File: src/rtl/shift_deserializer_pkg.sv
// Shared types for the shift deserializer: output buffer state encoding
// and serial bit-order constants.
package shift_deserializer_pkg;

    typedef enum logic {
        BUF_EMPTY = 1'b0,
        BUF_FULL  = 1'b1
    } buf_state_e;

    localparam logic DIR_MSB_FIRST = 1'b0;
    localparam logic DIR_LSB_FIRST = 1'b1;

endpackage

File: src/rtl/shift_deser_core.sv
// Serial collection stage: shift register, bit counter and per-word direction latch.
// word/word_done describe the word that completes at the coming edge.
module shift_deser_core
    import shift_deserializer_pkg::*;
#(
    parameter int WIDTH = 4,
    parameter int CNT_W = $clog2(WIDTH)
) (
    input  logic             clock,
    input  logic             reset_n,
    input  logic             enable,
    input  logic             sin_valid,
    input  logic             sin_data,
    input  logic             dir,
    input  logic             frame_sync,
    output logic             word_done,
    output logic [WIDTH-1:0] word,
    output logic [CNT_W-1:0] bit_count,
    output logic             busy
);

    logic [WIDTH-1:0] shreg_r;
    logic [CNT_W-1:0] bit_count_r;
    logic             busy_r;
    logic             dir_r;

    logic             accept_s;
    logic             first_bit_s;
    logic             last_bit_s;
    logic             dir_eff_s;
    logic [CNT_W-1:0] count_eff_s;
    logic [WIDTH-1:0] shreg_base_s;
    logic [WIDTH-1:0] shreg_next_s;

    // Frame sync realigns to bit 0 at this edge, so an accepted bit becomes bit 0.
    always_comb begin
        accept_s     = enable && sin_valid;
        count_eff_s  = frame_sync ? {CNT_W{1'b0}} : bit_count_r;
        shreg_base_s = frame_sync ? {WIDTH{1'b0}} : shreg_r;
        first_bit_s  = (count_eff_s == {CNT_W{1'b0}});
        last_bit_s   = (count_eff_s == CNT_W'(WIDTH - 1));
        dir_eff_s    = first_bit_s ? dir : dir_r;
        if (dir_eff_s == DIR_LSB_FIRST) begin
            shreg_next_s = {sin_data, shreg_base_s[WIDTH-1:1]};
        end else begin
            shreg_next_s = {shreg_base_s[WIDTH-2:0], sin_data};
        end
    end

    // Shift register, counter and direction latch state.
    always_ff @(posedge clock or negedge reset_n) begin
        if (!reset_n) begin
            shreg_r     <= {WIDTH{1'b0}};
            bit_count_r <= {CNT_W{1'b0}};
            busy_r      <= 1'b0;
            dir_r       <= DIR_MSB_FIRST;
        end else if (accept_s) begin
            shreg_r     <= shreg_next_s;
            bit_count_r <= last_bit_s ? {CNT_W{1'b0}} : count_eff_s + CNT_W'(1);
            busy_r      <= !last_bit_s;
            if (first_bit_s) begin
                dir_r <= dir;
            end
        end else if (frame_sync) begin
            shreg_r     <= {WIDTH{1'b0}};
            bit_count_r <= {CNT_W{1'b0}};
            busy_r      <= 1'b0;
        end
    end

    assign word_done = accept_s && last_bit_s;
    assign word      = shreg_next_s;
    assign bit_count = bit_count_r;
    assign busy      = busy_r;

endmodule

File: src/rtl/shift_deserializer.sv
// Serial-in, parallel-out receiver: collection core plus a one-entry
// valid/ready output buffer with sticky overrun reporting.
module shift_deserializer
    import shift_deserializer_pkg::*;
#(
    parameter int WIDTH = 4,
    parameter int CNT_W = $clog2(WIDTH)
) (
    input  logic             clock,
    input  logic             reset_n,
    input  logic             enable,
    input  logic             sin_valid,
    input  logic             sin_data,
    input  logic             dir,
    input  logic             frame_sync,
    input  logic             out_ready,
    input  logic             clear_ovr,
    output logic [WIDTH-1:0] out_data,
    output logic             out_valid,
    output logic             busy,
    output logic [CNT_W-1:0] bit_count,
    output logic             overrun
);

    buf_state_e       state_r;
    buf_state_e       state_next_s;
    logic [WIDTH-1:0] out_data_r;
    logic             out_valid_r;
    logic             overrun_r;
    logic             load_s;
    logic             ovr_set_s;
    logic             word_done_s;
    logic [WIDTH-1:0] word_s;

    shift_deser_core #(
        .WIDTH (WIDTH),
        .CNT_W (CNT_W)
    ) u_core (
        .clock      (clock),
        .reset_n    (reset_n),
        .enable     (enable),
        .sin_valid  (sin_valid),
        .sin_data   (sin_data),
        .dir        (dir),
        .frame_sync (frame_sync),
        .word_done  (word_done_s),
        .word       (word_s),
        .bit_count  (bit_count),
        .busy       (busy)
    );

    // Buffer next-state: a completion while full is dropped unless the consumer drains it.
    always_comb begin
        state_next_s = state_r;
        load_s       = 1'b0;
        ovr_set_s    = 1'b0;
        case (state_r)
            BUF_EMPTY: begin
                if (word_done_s) begin
                    state_next_s = BUF_FULL;
                    load_s       = 1'b1;
                end else begin
                    state_next_s = BUF_EMPTY;
                end
            end
            BUF_FULL: begin
                if (word_done_s && out_ready) begin
                    load_s = 1'b1;
                end else if (word_done_s) begin
                    ovr_set_s = 1'b1;
                end else if (out_ready) begin
                    state_next_s = BUF_EMPTY;
                end else begin
                    state_next_s = BUF_FULL;
                end
            end
            default: begin
                state_next_s = BUF_EMPTY;
            end
        endcase
    end

    // Buffer state, held word and sticky overrun (a new overrun beats clear_ovr).
    always_ff @(posedge clock or negedge reset_n) begin
        if (!reset_n) begin
            state_r     <= BUF_EMPTY;
            out_data_r  <= {WIDTH{1'b0}};
            out_valid_r <= 1'b0;
            overrun_r   <= 1'b0;
        end else begin
            state_r     <= state_next_s;
            out_valid_r <= (state_next_s == BUF_FULL);
            if (load_s) begin
                out_data_r <= word_s;
            end
            if (ovr_set_s) begin
                overrun_r <= 1'b1;
            end else if (clear_ovr) begin
                overrun_r <= 1'b0;
            end
        end
    end

    assign out_data  = out_data_r;
    assign out_valid = out_valid_r;
    assign overrun   = overrun_r;

endmodule

File: config.mk
export PLATFORM = sky130hd
export DESIGN_NAME = shift_deserializer
export DESIGN_NICKNAME = d
export VERILOG_FILES = /design/src/rtl/shift_deserializer_pkg.sv /design/src/rtl/shift_deser_core.sv /design/src/rtl/shift_deserializer.sv
export SDC_FILE = /design/constraint.sdc
export NUM_CORES = 1
export LEC_CHECK = 0
export CORE_MARGIN = 2
export CORE_UTILIZATION = 49
export CTS_BUF_LIST = sky130_fd_sc_hd__clkbuf_2
export CTS_CLUSTER_SIZE = 25
export DETAILED_ROUTE_END_ITERATION = 7
export PLACE_DENSITY_LB_ADDON = 0.08
export SYNTH_ARGS = -nofsm -noshare
export SYNTH_HDL_FRONTEND = slang
export SYNTH_SLANG_ARGS = --single-unit
File: constraint.sdc
create_clock -name clock -period 2.28 [get_ports clock]
set_input_delay 0.456 -clock clock [delete_from_list [all_inputs] [get_ports clock]]
set_output_delay 0.456 -clock clock [all_outputs]
set_load 0.02 [all_outputs]
# Word level (Yosys, flattened, before mapping)
# Index checks and enable logic that the tools add are counted.
# op_classes
n_addsub,1
n_eq_ne,1
n_mux,20
bitwise,1
reduce_logical,7
# ops
op,count
2-to-1 mux 1 bit,12
2-to-1 mux 4 bit,3
2-to-1 mux 2 bit,3
case mux 1 bit (2 select lines),2
nonzero test 2 bit,2
logical AND 1 bit,3
"adder 2 x 1 -> 2 bit, second input constant",1
"equality test 2 bit, second input constant",1
logical NOT 2 bit,1
logical NOT 1 bit,1
inverter 1 bit,1
# totals
regBits,14
out_inout_bits,9
wordCells,37

# Depth between registers and ports, before layout
# Gate-level depths: netlist of run 1.
# logic_depth
depth_word,7
mapped_depth,6
ltp_nobuf,6

# By module
# Synthesis of run 1 repeated with hierarchy kept, for this count alone.
# hier_totals
hier_cells,63
area_unflattened_um2,718.2
# by_module_without_submodules
mod,n_inst,cells_per_inst,area_per_inst_um2,seq_area_each_um2
shift_deser_core,1,47,465.4,200.2
shift_deserializer,1,16,252.7,150.1

# Least setup slack after synthesis of run 1
# Ideal clock, no wire load.
# synth_timing
kind,reg-to-reg
from,"register u_core.bit_count_r[0], in the netlist u_core.bit_count[0]"
to,"register out_data_r[0], in the netlist out_data[0]"
arrival_ns,1.814
required_ns,2.155
setup_slack_ns,0.341
stages_incl_launch_ff,7
path_buffers,0
path_cell_list,dfrtp_1 nor2b_1 inv_1 ha_1 mux2i_4 mux2_4 mux2_2
# synth_via
elab_chain_len,6
elab_cells_between_ends,10
classes_between,eq/ne: 1; mux: 6; reduce/logical: 3
# synth_rtl
item,line,source
start: declaration,shift_deser_core.sv:23,logic [CNT_W-1:0] bit_count_r;
start signal: assignment,shift_deser_core.sv:54,bit_count_r <= {CNT_W{1'b0}};
start signal: assignment,shift_deser_core.sv:59,bit_count_r <= last_bit_s ? {CNT_W{1'b0}} : count_eff_s + CNT_W'(1);
start signal: assignment,shift_deser_core.sv:66,bit_count_r <= {CNT_W{1'b0}};
2-to-1 mux 2 bit (*),shift_deser_core.sv:38,count_eff_s = frame_sync ? {CNT_W{1'b0}} : bit_count_r;
equality test 2 bit,shift_deser_core.sv:41,last_bit_s = (count_eff_s == CNT_W'(WIDTH - 1));
logical AND 1 bit,shift_deser_core.sv:71,assign word_done = accept_s && last_bit_s;
logical AND 1 bit,shift_deserializer.sv:67,if (word_done_s && out_ready) begin
2-to-1 mux 1 bit,shift_deserializer.sv:67,
case mux 1 bit (2 select lines),shift_deserializer.sv:57,case (state_r)
end signal: assignment,shift_deserializer.sv:87,out_data_r <= {WIDTH{1'b0}};
end signal: assignment,shift_deserializer.sv:94,out_data_r <= word_s;
end: declaration,shift_deserializer.sv:27,logic [WIDTH-1:0] out_data_r;
# Every way passes the cells marked *; elsewhere a longest branch is shown, timed or not.
# A chain may end at the register's enable or synchronous reset.

# Worst setup path after layout of run 1
# layout_timing
from,input frame_sync
to,"register out_data_r[3], in the netlist out_data[3]"
# layout_via
elab_chain_len,6
elab_cells_between_ends,11
classes_between,eq/ne: 1; mux: 7; reduce/logical: 3
# layout_rtl
item,line,source
start: declaration,shift_deserializer.sv:15,"input logic frame_sync,"
2-to-1 mux 2 bit,shift_deser_core.sv:38,
equality test 2 bit,shift_deser_core.sv:41,
logical AND 1 bit,shift_deser_core.sv:71,
logical AND 1 bit,shift_deserializer.sv:67,
2-to-1 mux 1 bit,shift_deserializer.sv:67,
case mux 1 bit (2 select lines),shift_deserializer.sv:57,
# Parallel ways exist; a longest one is shown, timed or not.

==> results.cfg, run 1 <==
[status]
status = finished, final reports clean

[synthesis]
synth_edf_count = 0
synth-simple-area-share_pct = 17.5
yosysMostFrequentCell = dfrtp_1
yosysTopAreaCell = dfrtp_1
netlist_instances = 61
seq_area_frac_synth_pct = 51.0
synth_top_family_by_area = simple AND/OR/NAND/NOR gates
ys.flop_type = dfrtp_1
synth_top_area_share_pct = 51.0
syn_nets = 72
synth_adder_area_share_pct = 3.64
syn_area_sq_um = 687
yosys_register_bits = 14
synth_warnings = 0
synth_xor_area_share_pct = 1.28
syn_avg_cell_area_sq_um = 11.3
synth_compound_area_share_pct = 9.84
synthTopCellsByArea = dfrtp_1 51%, mux2_4 4.4%, ha_1 3.6%
synth.distinct_cells = 25
synthMuxAreaShare_pct = 13.8
synth_common_cells = 14 x dfrtp_1, 5 x nand3_1, 4 x nand2_1
synthArstFlopShare_pct = 100

[power]
switching_share_pct = 28.3
power_density_mw_per_mm2 = 545
clkPwrFrac_pct = 23.1
p_int_uw = 362
p_switching_uw = 143
total_power_uw = 505
power.leakage_nw = 0.420
p_seq_share_pct = 54.1
ir_drop_mv = 0.368
power_frac_comb_pct = 22.8

[min_path]
hp-class = reg2reg

[placement]
place_congestion = 0.730
dpl-instance-area_sq_um = 912
portBuffers = 17
dpl.hpwl_um = 1130
dpl_worst_slack_ns = -0.0982
post-place-cells = 97

[setup_path]
cp-start-kind = input port
critPathArrivalTime_ns = 2.25
reg2reg_from = u_core.bit_count[0]
crit_type = in2reg
cp.required_ns = 2.47
cp_max_fo = 4
endpoint_kind = flop
regToRegEndpoint = out_data[3]
crit_start = frame_sync
crit_end = out_data[3]
r2r_slack_ns = 0.44
ff2ff_path_depth = 6

[layout]
regArea_sq_um = 350
antenna_cells = 0
final_cell_count_no_fill = 100
finalNetCount = 98
postLayoutCellArea_sq_um = 927
postLayoutCoreUtil_pct = 71.3
drive_above_1_share_pct = 16.5
area_growth_pct = 35.0
multiInputGateArea_sq_um = 317
nFillCells = 105

[sta]
tns_ns = 0
timing.final.ws_setup_ns = 0.217
slew_headroom_pct = 56.9
skew_ns = 0.00481
max_freq_mhz = 485
worst_hold_slack_ns = 0.521
tightestPinTransition_ns = 0.645
hold_violations = 0
min_period_ns = 2.06
rsz0062_at_grt = no
drv_slew = 0
min_period_over_period_pct = 90.5
setup_viol = 0

[global_route]
track_usage_pct = 20.5
grtUsageMet3_pct = 3.48
antenna_found_initial = 0
grt_use_met2_pct = 29.4
grt_use_met1_pct = 29.1
first_global_vias = 562
grt_overflow = 0
grt_max_degree = 15
grt-busiest-layer = met2
grt_first_pass_wirelength_um = 2660

[route]
drt-vias-per-instance = 5.50
drtIter0Drc = 9
wl_per_cell_um = 14.9
routed_wl_um = 1490
ant_nets = 0
vias = 550
first_pass_iters = 4
drc = 0

[die]
fp-row-count = 13
initial_core_util_pct = 52.8
die-area_sq_mm = 0.00172
die_w_um = 41.4
core_sq_mm = 0.00130
pin_count = 18
die_h_um = 41.4

[clock_network]
cts.path.max_buffers = 2
cts_setup_buffers = 0
clock_sinks = 14
cts.repair.resized = 0
hold_buffers = 0
cts_buffers = 3
clk_pin_slew_ns = 0.13
clk_latency_ns = 0.28
cts-root-buf = clkbuf_2
ctsHtreeMaxLevel = 1
cts_tree = yes

[run]
maxCapViolCount = 0
==> cell type report <==
cell class,instances,share of cell area [%]
clock buffer,3,1.62
inverter,3,1.21
multi-input combinational,42,34.1
sequential,14,37.8
tap,15,2.02
timing repair buffer,23,23.2
==> critical path, cell delays in order <==
cell	delay (ns)
clkdlybuf4s50_1	0.51
nand2b_1	0.16
ha_1	0.22
mux2i_4	0.31
mux2_4	0.32
mux2_2	0.26
==> logic make-up (layout without fill, tap and decap cells) <==
| group | after synthesis | count (layout) |
|---|---|---|
| buffers and inverters | 5 | 29 |
| and+or+nand+nor | 22 | 22 |
| xor gates and xnor gates | 1 | 1 |
| AOI/OAI and AO/OA | 10 | 10 |
| adders and majority gates | 2 | 2 |
| muxes | 7 | 7 |
| DFF | 14 | 14 |
==> worst min-delay path by stage <==
stage	from	to	slack, ns	cells past startpoint
5_1_grt	out_data[2]	out_data[2]	0.55	1
6_report	out_data[2]	out_data[2]	0.52	1
3_5_place_dp	out_data[2]	out_data[2]	0.48	1
4_1_cts	out_data[2]	out_data[2]	0.52	1
2_1_floorplan	reset_n	out_data[0]	0.16	0
3_3_place_gp	out_data[2]	out_data[2]	0.49	1
==> sequential cells by signal, indices dropped and copies added (netlist names) <==
name and cells:
out_data 4, overrun 1, u_core.shreg_r 4, u_core.busy 1
u_core.bit_count 2, u_core.dir_r 1, out_valid 1
==> per-layer routing <==
| metal | vias to the layer above | share of wire [%] |
|---|---|---|
| li1 | 264 | - |
| met1 | 260 | 45 |
| met2 | 21 | 48 |
| met3 | 5 | 4.7 |
| met4 | 0 | 2.7 |
| met5 | - | 0 |
==> power by group through the flow <==
| stage | combinational, mW | sequential (mW) | clock [mW] |
|---|---|---|---|
| 6_report | 0.115 | 0.273 | 0.117 |
| 5_1_grt | 0.124 | 0.275 | 0.129 |
| 4_1_cts | 0.116 | 0.273 | 0.119 |
| 3_5_place_dp | 0.116 | 0.278 | 0 |
| 3_3_place_gp | 0.113 | 0.277 | 0 |
| 2_1_floorplan | 0.0523 | 0.285 | 0 |
==> placed cells by master (no fill, tap or decap), drive strengths merged <==
cell type / instances
nor2b: 3
and2: 1
mux2: 4
nand3: 5
inv: 3
nand3b: 3
a211oi: 2
a21oi: 1
o22ai: 1
nand2: 4
nor2: 3
ha: 2
nand4b: 1
buf: 6
clkdlybuf4s50: 17
dfrtp: 14
a2bb2oi: 1
o2bb2ai: 2
clkbuf: 3
mux2i: 3
xnor2: 1
o21ai: 3
nand2b: 2
No activity file was read; power rests on OpenSTA's default activity.
==> run 2: changes to the inputs <==
--- a/config.mk
+++ b/config.mk
@@ -5,6 +5,7 @@
 export SDC_FILE = /design/constraint.sdc
 export NUM_CORES = 1
 export LEC_CHECK = 0
+export CAP_MARGIN = 20
 export CORE_MARGIN = 2
 export CORE_UTILIZATION = 49
 export CTS_BUF_LIST = sky130_fd_sc_hd__clkbuf_2
==> results of run 2 <==
Same layout as run 1: the final DEF is identical, and so are final timing and power.
==> run 3: changes to the inputs <==
--- a/config.mk
+++ b/config.mk
@@ -12,6 +12,7 @@
 export CTS_CLUSTER_SIZE = 25
 export DETAILED_ROUTE_END_ITERATION = 7
 export PLACE_DENSITY_LB_ADDON = 0.08
+export SLEW_MARGIN = 20
 export SYNTH_ARGS = -nofsm -noshare
 export SYNTH_HDL_FRONTEND = slang
 export SYNTH_SLANG_ARGS = --single-unit
==> results of run 3 <==
Same layout as run 1: the final DEF is identical, and so are final timing and power.
